==> src/rtl/cos_pipe_arbiter.sv <==
// Round-robin front end that shares one fixed-latency cosine pipeline among
// NUM_REQ requesters, tagging each issued sample so its result returns home.
`ifndef TOTAL_WIDTH
`define TOTAL_WIDTH 16
`endif

module cos_pipe_arbiter #(
  parameter int NUM_REQ  = 4,
  parameter int DATA_W   = `TOTAL_WIDTH,
  parameter int PIPE_LAT = 3,
  parameter int MAX_OUT  = 2
) (
  input  logic                      clk,
  input  logic                      rst_n,
  input  logic [NUM_REQ-1:0]        req_valid,
  input  logic [NUM_REQ*DATA_W-1:0] req_x,
  output logic [NUM_REQ-1:0]        req_ready,
  output logic [DATA_W-1:0]         pipe_x,
  input  logic [DATA_W-1:0]         pipe_y,
  output logic [NUM_REQ-1:0]        rsp_valid,
  output logic [DATA_W-1:0]         rsp_y,
  output logic                      idle
);

  localparam int ID_W  = (NUM_REQ > 1) ? $clog2(NUM_REQ) : 1;
  localparam int CNT_W = $clog2(MAX_OUT + 1);
  localparam logic [ID_W:0]    NUM_REQ_EXT = (ID_W + 1)'(NUM_REQ);
  localparam logic [ID_W-1:0]  LAST_ID     = ID_W'(NUM_REQ - 1);
  localparam logic [CNT_W-1:0] MAX_CNT     = CNT_W'(MAX_OUT);

  logic [ID_W-1:0]     ptr_reg;
  logic [PIPE_LAT-1:0] tag_valid_reg;
  logic [ID_W-1:0]     tag_id_reg [PIPE_LAT];
  logic [NUM_REQ-1:0]  eligible;
  logic                grant_found;
  logic                grant_any;
  logic [ID_W-1:0]     grant_id;
  logic [ID_W:0]       cand;
  logic                tail_valid;
  logic [ID_W-1:0]     tail_id;

  assign tail_valid = tag_valid_reg[PIPE_LAT-1];
  assign tail_id    = tag_id_reg[PIPE_LAT-1];
  assign idle       = ~|tag_valid_reg;

  always_comb begin
    rsp_valid = '0;
    rsp_y     = '0;
    if (tail_valid) begin
      rsp_valid[tail_id] = 1'b1;
      rsp_y              = pipe_y;
    end
  end

  // A result leaving this cycle frees its slot, so a requester at its cap
  // may issue in the same cycle and its count simply holds.
  generate
    for (genvar gi = 0; gi < NUM_REQ; gi++) begin : g_req
      logic [CNT_W-1:0] cnt_reg;
      logic             issue;
      logic             ret;

      assign issue        = grant_any && (grant_id == ID_W'(gi));
      assign ret          = rsp_valid[gi];
      assign eligible[gi] = req_valid[gi] && ((cnt_reg < MAX_CNT) || ret);

      always_ff @(posedge clk or negedge rst_n) begin
        if (!rst_n) begin
          cnt_reg <= '0;
        end else if (issue && !ret) begin
          cnt_reg <= cnt_reg + 1'b1;
        end else if (!issue && ret) begin
          cnt_reg <= cnt_reg - 1'b1;
        end
      end

      a_no_underflow : assert property (@(posedge clk) disable iff (!rst_n)
        !(ret && cnt_reg == '0));
      a_no_overflow : assert property (@(posedge clk) disable iff (!rst_n)
        !(issue && !ret && cnt_reg == MAX_CNT));
    end
  endgenerate

  always_comb begin
    grant_found = 1'b0;
    grant_id    = '0;
    cand        = '0;
    for (int k = 0; k < NUM_REQ; k++) begin
      cand = {1'b0, ptr_reg} + (ID_W + 1)'(k);
      if (cand >= NUM_REQ_EXT) cand = cand - NUM_REQ_EXT;
      if (!grant_found && eligible[cand[ID_W-1:0]]) begin
        grant_found = 1'b1;
        grant_id    = cand[ID_W-1:0];
      end
    end
  end

  // Nothing may be accepted while reset is held, even if requests are up.
  assign grant_any = grant_found && rst_n;

  always_comb begin
    req_ready = '0;
    pipe_x    = '0;
    if (grant_any) begin
      req_ready[grant_id] = 1'b1;
      pipe_x              = req_x[grant_id*DATA_W +: DATA_W];
    end
  end

  always_ff @(posedge clk or negedge rst_n) begin
    if (!rst_n) begin
      ptr_reg       <= '0;
      tag_valid_reg <= '0;
      for (int s = 0; s < PIPE_LAT; s++) tag_id_reg[s] <= '0;
    end else begin
      if (grant_any) ptr_reg <= (grant_id == LAST_ID) ? '0 : grant_id + 1'b1;
      tag_valid_reg[0] <= grant_any;
      tag_id_reg[0]    <= grant_id;
      for (int s = 1; s < PIPE_LAT; s++) begin
        tag_valid_reg[s] <= tag_valid_reg[s-1];
        tag_id_reg[s]    <= tag_id_reg[s-1];
      end
    end
  end

endmodule
==> config.mk <==
export PLATFORM = sky130hd
export DESIGN_NAME = cos_pipe_arbiter
export DESIGN_NICKNAME = d
export VERILOG_FILES = /design/src/rtl/cos_pipe_arbiter.sv
export SDC_FILE = /design/constraint.sdc
export NUM_CORES = 1
export LEC_CHECK = 0
export BUFFER_PORTS_ARGS = -buffer_cell sky130_fd_sc_hd__buf_4
export CAP_MARGIN = 20
export CORE_ASPECT_RATIO = 0.75
export CORE_UTILIZATION = 30
export CTS_BUF_LIST = sky130_fd_sc_hd__clkbuf_2
export DETAILED_ROUTE_END_ITERATION = 8
export GPL_TIMING_DRIVEN = 0
export PLACE_DENSITY = 0.73
export RECOVER_POWER = 100
export SLEW_MARGIN = 0
export SYNTH_ARGS = -nofsm -noshare
export SYNTH_HDL_FRONTEND = slang
export SYNTH_SLANG_ARGS = --single-unit
==> constraint.sdc <==
create_clock -name clk -period 4.8 [get_ports clk]
set_input_delay 0.72 -clock clk [delete_from_list [all_inputs] [get_ports clk]]
set_output_delay 0.72 -clock clk [all_outputs]
set_load 0.005 [all_outputs]
# Word-level counts from Yosys, hierarchy flattened

Index checks and enable logic that the tools add are counted.

Bits in read-only memories: 0
Latch bits: 0
Output and inout port bits: 41
Memories: 0
Register bits after elaboration: 19
Word-level logic and storage cells: 126
RAM bits: 0
Input port bits: 86

Equality and inequality tests: 3
Muxes and demuxes: 37
Shift operators: 1
Magnitude comparators: 16
Add/sub/neg operators: 16
Bitwise gates (word level): 0
Multiply operators: 0
Div/mod/pow operators: 0
Reduce and logical (&&, ||, !) cells: 44

Operators with widths:

| cell                  | count |
|---|---|
| $shiftx A64 B7 Y16    | 1 |
| $mux W2               | 17 |
| $mux W16              | 2 |
| $logic_and A1 B1 Y1   | 22 |
| $lt A2 B3 Y1 const B  | 6 |
| $sub A2 B1 Y2 const B | 8 |
| $logic_not A1 Y1      | 12 |
| $add A2 B1 Y2 const B | 5 |
| $mux W1               | 10 |
| $ge A3 B3 Y1 const B  | 3 |
| $bmux W1 S2           | 4 |
| $lt A2 B2 Y1 const B  | 4 |
| $mux W4               | 2 |
| $reduce_bool A2 Y1    | 4 |
| $add A2 B2 Y3 const B | 2 |
| $demux W1 S2          | 2 |
| $eq A2 B2 Y1 const B  | 2 |
| $ge A2 B1 Y1 const B  | 2 |
| $logic_or A1 B1 Y1    | 4 |
| $add A2 B1 Y3 const B | 1 |
| $ge A2 B3 Y1 const B  | 1 |
| $reduce_or A3 Y1      | 1 |
| $eq A2 B1 Y1 const B  | 1 |
| $logic_not A2 Y1      | 1 |

# Depth between registers and ports, before layout

Gate-level depths: netlist (run 1).

Word-level depth: 25
Gate-level depth with buffers: 14
Mapped depth without buffers: 11

# Worst setup path before layout (run 1)

Ideal clock, no wire load.

Path kind: input-to-output
Start: input port req_valid[3]
End: output port pipe_x[10]
Path buffers: 2
Data required time: 4.080 ns
Stages on the path: 7
Path slack: 2.001 ns
Arrival: 2.079 ns
Path through: a21boi_1 > o221a_1 > o21ai_2 > buf_6 > buf_12 > mux2i_1 > a221o_1

Cells in the longest elaborated chain, start to end: 15
Elaborated cells on any way between the ends: 26
Those cells by class: shift: 1; mux: 17; reduce/logical: 8

Ends and longest elaborated chain:

| element                                                          | RTL line | source |
|---|---|---|
| from (decl)                                                      | 15       | `input logic [NUM_REQ-1:0] req_valid,` |
| $logic_and A1 B1 Y1 (*)                                          | 65       | `assign eligible[gi] = req_valid[gi] && ((cnt_reg < MAX_CNT) \|\| ret);` |
| $bmux W1 S2                                                      | 91       | `if (!grant_found && eligible[cand[ID_W-1:0]]) begin` |
| $mux W1 (implied by the code)                                    | 91       |  |
| $mux W1                                                          | 91       |  |
| $logic_not A1 Y1                                                 | 91       |  |
| $logic_and A1 B1 Y1                                              | 91       |  |
| $mux W1                                                          | 91       |  |
| $logic_not A1 Y1                                                 | 91       |  |
| $logic_and A1 B1 Y1                                              | 91       |  |
| $mux W1                                                          | 91       |  |
| $logic_not A1 Y1                                                 | 91       |  |
| $logic_and A1 B1 Y1                                              | 91       |  |
| $mux W2 / $mux W1 (equally long branches)                        | 91       |  |
| $shiftx A64 B7 Y16 / $logic_and A1 B1 Y1 (equally long branches) | 106, 99  |  |
| $mux W16 (*)                                                     | 104      | `if (grant_any) begin` |
| to (decl)                                                        | 18       | `output logic [DATA_W-1:0] pipe_x,` |

Mark *: on every way between the ends. The rest lies on a longest branch, timed or not. The select of a mux whose other input is x is not followed.

# Worst setup path in the final report (run 1)

Start: input port rst_n
End: output port pipe_x[4]

Cells in the longest elaborated chain, start to end: 2

Ends and longest elaborated chain:

| element             | RTL line | source |
|---|---|---|
| from (decl)         | 14       | `input logic rst_n,` |
| $logic_and A1 B1 Y1 | 99       | `assign grant_any = grant_found && rst_n;` |
| named net grant_any | 36       | `logic grant_any;` |
| $mux W16            | 104      |  |

The timed path passes the listed nets, and every way through them passes these cells.

==> results of run 1 <==
## critical path: cells and delay by family
kind | cells | cell delay [ns]
AO/OA/AOI/OAI | 2 | 0.43
buffers and inverters | 5 | 1.94
AND/OR/NAND/NOR | 1 | 0.08
multiplexers | 1 | 0.13
## cell usage after synthesis, types with 2 or more instances
cell	instances	share of area, %
nand2_1	35	7.8
and2_1	31	12
dfrtp_1	19	28
a221o_1	16	9.6
mux2i_1	16	9.6
inv_1	9	2.0
xnor2_1	7	3.7
buf_2	5	1.5
nand2b_1	5	1.9
nor2_1	5	1.1
xor2_1	5	2.6
a21oi_1	4	1.2
ha_1	4	3.0
o21ai_0	4	1.2
a21boi_1	3	1.3
clkbuf_1	3	0.67
nor3_1	2	0.60
## cell type report
| cell class | instances | area [um^2] |
|---|---|---|
| plain buffers | 11 | 71.3 |
| multi-input cells | 156 | 1080 |
| clock buffers | 4 | 20.0 |
| flip-flops and latches | 19 | 475 |
| repair buffers | 126 | 935 |
| inverters | 11 | 42.5 |
| fillers | 524 | 2630 |
| well taps | 75 | 93.8 |
## worst paths after layout
| check | to | slack, ns | cells after the start |
|---|---|---|---|
| max in group asynchronous | g_req[1].cnt_reg[1] | 3.62 | 1 |
| hold reg to reg | tag_id_reg[3] | 0.37 | 0 |
| setup / recovery | pipe_x[4] | 0.75 | 9 |
| setup reg to reg | g_req[0].cnt_reg[1] | 1.38 | 12 |
| min in group asynchronous | g_req[2].cnt_reg[0] | 0.55 | 1 |
| hold / removal | tag_id_reg[3] | 0.37 | 0 |
## report_power, final
part | leakage [nW] | internal, W | switching [W]
clock network | 0.0166 | 0.0000221 | 0.0000469
logic | 1.20 | 0.000429 | 0.000373
registers | 0.230 | 0.000233 | 0.0000546
## cell families after synthesis
logic type      after synthesis  synth area share, %
flops                        19                 28.4
mux                          16                 9.55
simple gates                 86                 26.8
xor+xnor                     12                 6.27
buf+inv                      22                 7.01
fa+ha+maj                     4                 2.99
compound gates               38                 19.0
## per-stage QoR
stage,hold slack [ns],instance area (um^2)
final,0.366,2720
after global routing,0.383,2720
after CTS,0.252,2740
after detailed placement,0.338,2720
after global placement,0.332,2720
after floorplan,0.331,1680
## routing by layer
layer | GRT usage, % | vias up | part of all wire, %
met5 | 0 | - | 0
met4 | 3.83 | 0 | 0.81
met3 | 4.34 | 4 | 8.3
met2 | 31.0 | 85 | 49
met1 | 22.1 | 851 | 42
li1 | - | 944 | -
==> results.json, run 1 <==
{
  "status": "finished, final reports clean",
  "cp.arrival_ns": 3.33,
  "min_path_type": "flip-flop to flip-flop",
  "grt.overflow.total": 0,
  "finalWirelength_mm": 5.21,
  "synth_seq_cells": 19,
  "dieArea_um2": 5890,
  "yosysUniqueCellTypes": 41,
  "hold_viol_final": 0,
  "ctsResizeCount": 0,
  "cts_hold_buf": 0,
  "ys_seq_area_share_pct": 28.4,
  "nNetsFinal": 418,
  "skew_ns": 0.00897,
  "ir_drop_mv": 0.178,
  "finalNonFillerCells": 402,
  "hp-start": "tag_id_reg[5]",
  "cts_tree": "built",
  "diodes": 0,
  "via_per_inst": 4.69,
  "syn_inst": 197,
  "rsz0062_at_grt": "false",
  "fp.dieH_um": 66.7,
  "maxSlewViolCount": 0,
  "clk_path_buf_depth": 2,
  "tightest_slew_ns": 1.04,
  "antenna_found_initial": 0,
  "placed_cells": 398,
  "vias": 1884,
  "syn_area_um2": 1680,
  "largest_register_ffs": 8,
  "setup_viol": 0,
  "p_leak_nw": 1.45,
  "cp-end-kind": "output pin",
  "tns_ns": 0,
  "cap_viol_max_count": 0,
  "initial_core_util_pct": 31.3,
  "drt_iter0_drc": 71,
  "critPathMaxStageDelay_ns": 0.75,
  "final_common_cell": "buf_4",
  "crit_path_cell_trace": "clkbuf_1 > clkbuf_1 > o41a_1 > clkbuf_1 > buf_2 > nand2_1 > mux2i_1 > a221o_1 > buf_4",
  "port_buffers": 126,
  "drive_above_1_share_pct": 41.9,
  "min_period_over_period_pct": 84.5,
  "critical_path.startpoint": "rst_n",
  "pre_cts_ws_ns": 1.26,
  "ant_nets": 0,
  "setup.worst_path.class": "input pin to output pin",
  "io_pins": 127,
  "gp_congestion": 0.688,
  "grt_max_degree": 22,
  "first_pass_iters": 4,
  "chipWidth_um": 88.3,
  "fin_crit_ns": 4.05,
  "yosysWarnings": 0,
  "synth_fp_nets": 287,
  "dominantRegCellSynth": "dfrtp_1",
  "grt_pass1_vias": 1780,
  "core_area_um2": 5350,
  "cts_root_buffer": "clkbuf_2",
  "powerDensity_nw_per_um2": 426,
  "syn_to_final_growth_pct": 62.2,
  "synth-async-reset-ratio_pct": 100,
  "post-route-util_pct": 50.8,
  "routedWlPerCell_um": 13.0,
  "r2r-start": "tag_valid_reg[2]",
  "synth-edff-count": 0,
  "grt_pass1_wl_mm": 8.04,
  "fmax_mhz": 247,
  "cp-start-kind": "input pin",
  "postCtsSetupBuffers": 0,
  "numCtsBuffers": 3,
  "slew_headroom_pct": 30.7,
  "layout_common_cells": "102 x buf_4, 35 x nand2_1, 22 x clkbuf_4",
  "insertion_delay_ns": 0.30,
  "cts_sinks": 19,
  "clk_pin_slew_ns": 0.18,
  "fp-row-count": 23,
  "cp.required_ns": 4.08,
  "crit_top_cell": "clkbuf_1",
  "drc": 0,
  "postSynthAreaPerCell_um2": 8.51,
  "hpwl_mm": 4.18,
  "grt_usage_pct": 17.8,
  "setup_slack_ns": 0.746,
  "h-tree-depth": 1,
  "worst-path-max-fanout": 21,
  "power.total_w": 0.00116,
  "slowest_stage": "clkbuf_1"
}
Power figures use the tool's default switching activity.
==> inputs of run 2 (changes only) <==
- ABC_AREA: unset -> 1
- PLACE_DENSITY: 0.73 -> 0.71
- clock period: 4.8 -> 4.25 ns (I/O delays scaled with it)
==> run 2 against run 1 <==
  * Critical path depth increased by 4
  * Hold slack improved by 0.0039 ns
  * Final area increased by 8.1%
  * Combinational power increased to 2.8 times the previous value
  * Worst setup slack got worse by 0.085 ns
  * Flip-flop and latch count unchanged
  * Clock power increased by 8.4%
  * Sequential share of layout area decreased by 1.3 points
  * Non-clock buffer count increased by 5
  * Power increased by 130%
  * First-iteration DRC count increased by 97%
  * Via count increased by 32%
  * Largest cell class unchanged
==> results.json, run 2 <==
{
  "pre_cts_ws_ns": 1.33,
  "holdPathEnd": "tag_id_reg[2]",
  "ant_nets": 0,
  "gp_congestion": 0.867,
  "drt_iter0_drc": 140,
  "chipWidth_um": 93.6,
  "setup_viol": 0,
  "port_buffers": 126,
  "clk_pin_slew_ns": 0.17,
  "setup.worst_path.class": "flip-flop to output pin",
  "postCtsSetupBuffers": 0,
  "syn_area_um2": 1890,
  "yosysMostFrequentCell": "nand2_1",
  "io_pins": 127,
  "synth-async-reset-ratio_pct": 100,
  "r2r_slack_ns": 1.01,
  "powerDensity_nw_per_um2": 910,
  "min_period_over_period_pct": 84.5,
  "initial_core_util_pct": 31.8,
  "core_area_um2": 5950,
  "grt_max_degree": 21,
  "cp.arrival_ns": 2.95,
  "post-route-util_pct": 49.4,
  "grt_pass1_wl_mm": 10.4,
  "r2r-start": "tag_valid_reg[2]",
  "hpwl_mm": 5.49,
  "fmax_mhz": 279,
  "clk_path_buf_depth": 2,
  "antenna_found_initial": 0,
  "wl_met2_mm": 3.27,
  "postSynthAreaPerCell_um2": 6.02,
  "grt_pass1_vias": 2282,
  "layout_common_cells": "94 x buf_4, 91 x nand2_1, 85 x nand3_1",
  "yosysWarnings": 0,
  "status": "finished, final reports clean",
  "reg2reg_depth": 16,
  "p_leak_nw": 1.76,
  "first_pass_iters": 4,
  "fin_crit_ns": 3.59,
  "synth-edff-count": 0,
  "synthTopCellsByArea": "dfrtp_1 25%, nand3_1 23%, nand2_1 18%",
  "grt_usage_pct": 19.7,
  "cap_viol_max_count": 0,
  "slowest_stage": "clkbuf_1",
  "worst-path-max-fanout": 10,
  "finalWirelength_mm": 6.56,
  "cts_sinks": 19,
  "slew_headroom_pct": 30.3,
  "crit_path_cell_trace": "clkbuf_1 > nand3_4 > nand2_1 > nand3_1 > nand3_1 > nand2_1 > nand3_1 > nand3_1 > nor2_2 > buf_2 > nand3_1 > inv_1 > clkbuf_4",
  "dieArea_um2": 6620,
  "synth_fp_nets": 404,
  "hold_viol_final": 0,
  "cp.required_ns": 3.61,
  "yosysTopAreaCellShare_pct": 25.2,
  "finalNonFillerCells": 522,
  "ys_seq_area_share_pct": 25.2,
  "yosysUniqueCellTypes": 22,
  "h-tree-depth": 1,
  "r2r-end": "g_req[1].cnt_reg[1]",
  "syn_inst": 314,
  "crit_top_cell": "nand3_1",
  "cp-end-kind": "output pin",
  "skew_ns": 0.00107,
  "rsz0062_at_grt": "false",
  "cts_hold_buf": 0,
  "cts_root_buffer": "clkbuf_2",
  "synth_seq_cells": 19,
  "tightest_slew_ns": 1.05,
  "critPathMaxStageDelay_ns": 0.45,
  "largest_register_ffs": 8,
  "holdPathStages": 0,
  "synth_top_area_cell": "dfrtp_1",
  "maxSlewViolCount": 0,
  "ir_drop_mv": 0.302,
  "dominantRegCellSynth": "dfrtp_1",
  "routedWlPerCell_um": 12.6,
  "min_path_type": "flip-flop to flip-flop",
  "numCtsBuffers": 3,
  "topRoutingLayerUsed": "met3",
  "met1Wirelength_mm": 2.98,
  "tns_ns": 0,
  "final_common_cell": "buf_4",
  "setup_slack_ns": 0.661,
  "syn_to_final_growth_pct": 55.5,
  "drive_above_1_share_pct": 34.5,
  "cts_tree": "built",
  "diodes": 0,
  "ys_top_cells_by_count": "90 x nand2_1, 85 x nand3_1, 35 x nor2_1",
  "fp-row-count": 24,
  "ctsResizeCount": 0,
  "cp-start-kind": "flip-flop",
  "insertion_delay_ns": 0.30,
  "hp-start": "tag_id_reg[4]",
  "grt.overflow.total": 0,
  "vias": 2488,
  "placed_cells": 518,
  "via_per_inst": 4.77,
  "fp.dieH_um": 70.7,
  "nNetsFinal": 535,
  "drc": 0,
  "routed-wl-met3_um": 307
}
==> run 2: cell count changes after synthesis, moves of 4 or more <==
cell / previous run / this run
a221o_1: 16 / 0
and2_1: 31 / 0
buf_2: 5 / 12
inv_1: 9 / 29
inv_2: 1 / 5
mux2i_1: 16 / 0
nand2_1: 35 / 90
nand2b_1: 5 / 0
nand3_1: 1 / 85
nor2_1: 5 / 35
xor2_1: 5 / 0
==> run 2: worst max path at each step <==
stage / startpoint / to / slack, ns / cells after the start
floorplan: tail_id[0] / g_req[3].cnt_reg[1] / 1.76 / 18
global placement: tail_id[0] / req_ready[1] / 1.38 / 13
detailed placement: tail_id[0] / req_ready[1] / 1.33 / 13
CTS: tail_id[0] / req_ready[1] / 0.95 / 13
global route: tag_valid_reg[2] / req_ready[1] / 0.31 / 13
finish: tag_valid_reg[2] / req_ready[1] / 0.66 / 13
==> run 2: power breakdown <==
group | internal [W] | switching, W
clock | 0.0000213 | 0.0000534
sequential | 0.000278 | 0.0000658
combinational | 0.000916 | 0.00134
==> run 2: cells by family (layout without fill, tap and decap cells) <==
group,Yosys count,in the layout,synth area share (%)
flip-flops,19,19,25.2
adder cells (fa/ha/maj),4,4,2.65
AO/OA/AOI/OAI,11,11,3.11
buffers and inverters,50,180,11.7
XOR/XNOR,9,9,4.17
AND/OR/NAND/NOR,221,221,53.2
==> run 2: area by class of cell <==
type | count | area, um^2
multi-input cells | 245 | 1190
flip-flops and latches | 19 | 475
well taps | 78 | 97.6
inverters | 34 | 128
plain buffers | 16 | 85.1
fillers | 622 | 3010
clock buffers | 3 | 15.0
clock inverters | 1 | 5.00
repair buffers | 126 | 942
==> run 2: per-stage QoR <==
step | area, um^2 | total power [W] | hold WS, ns
after floorplan | 1890 | 0.00183 | 0.331
after global placement | 2930 | 0.00258 | 0.335
after detailed placement | 2930 | 0.00262 | 0.336
after CTS | 2950 | 0.00271 | 0.165
after global routing | 2940 | 0.00296 | 0.390
final | 2940 | 0.00267 | 0.370
==> run 2: per-layer routing <==
layer	up-vias	track usage, %
met4	0	2.74
met5	-	0
met3	0	2.69
met1	1142	27.7
li1	1264	-
met2	82	33.0
==> run 2: critical path, delay by kind of cell (launching register included) <==
family        cells  cell delay (ns)
simple gates      9             1.21
buf+inv           4             1.02
flops             1             0.40
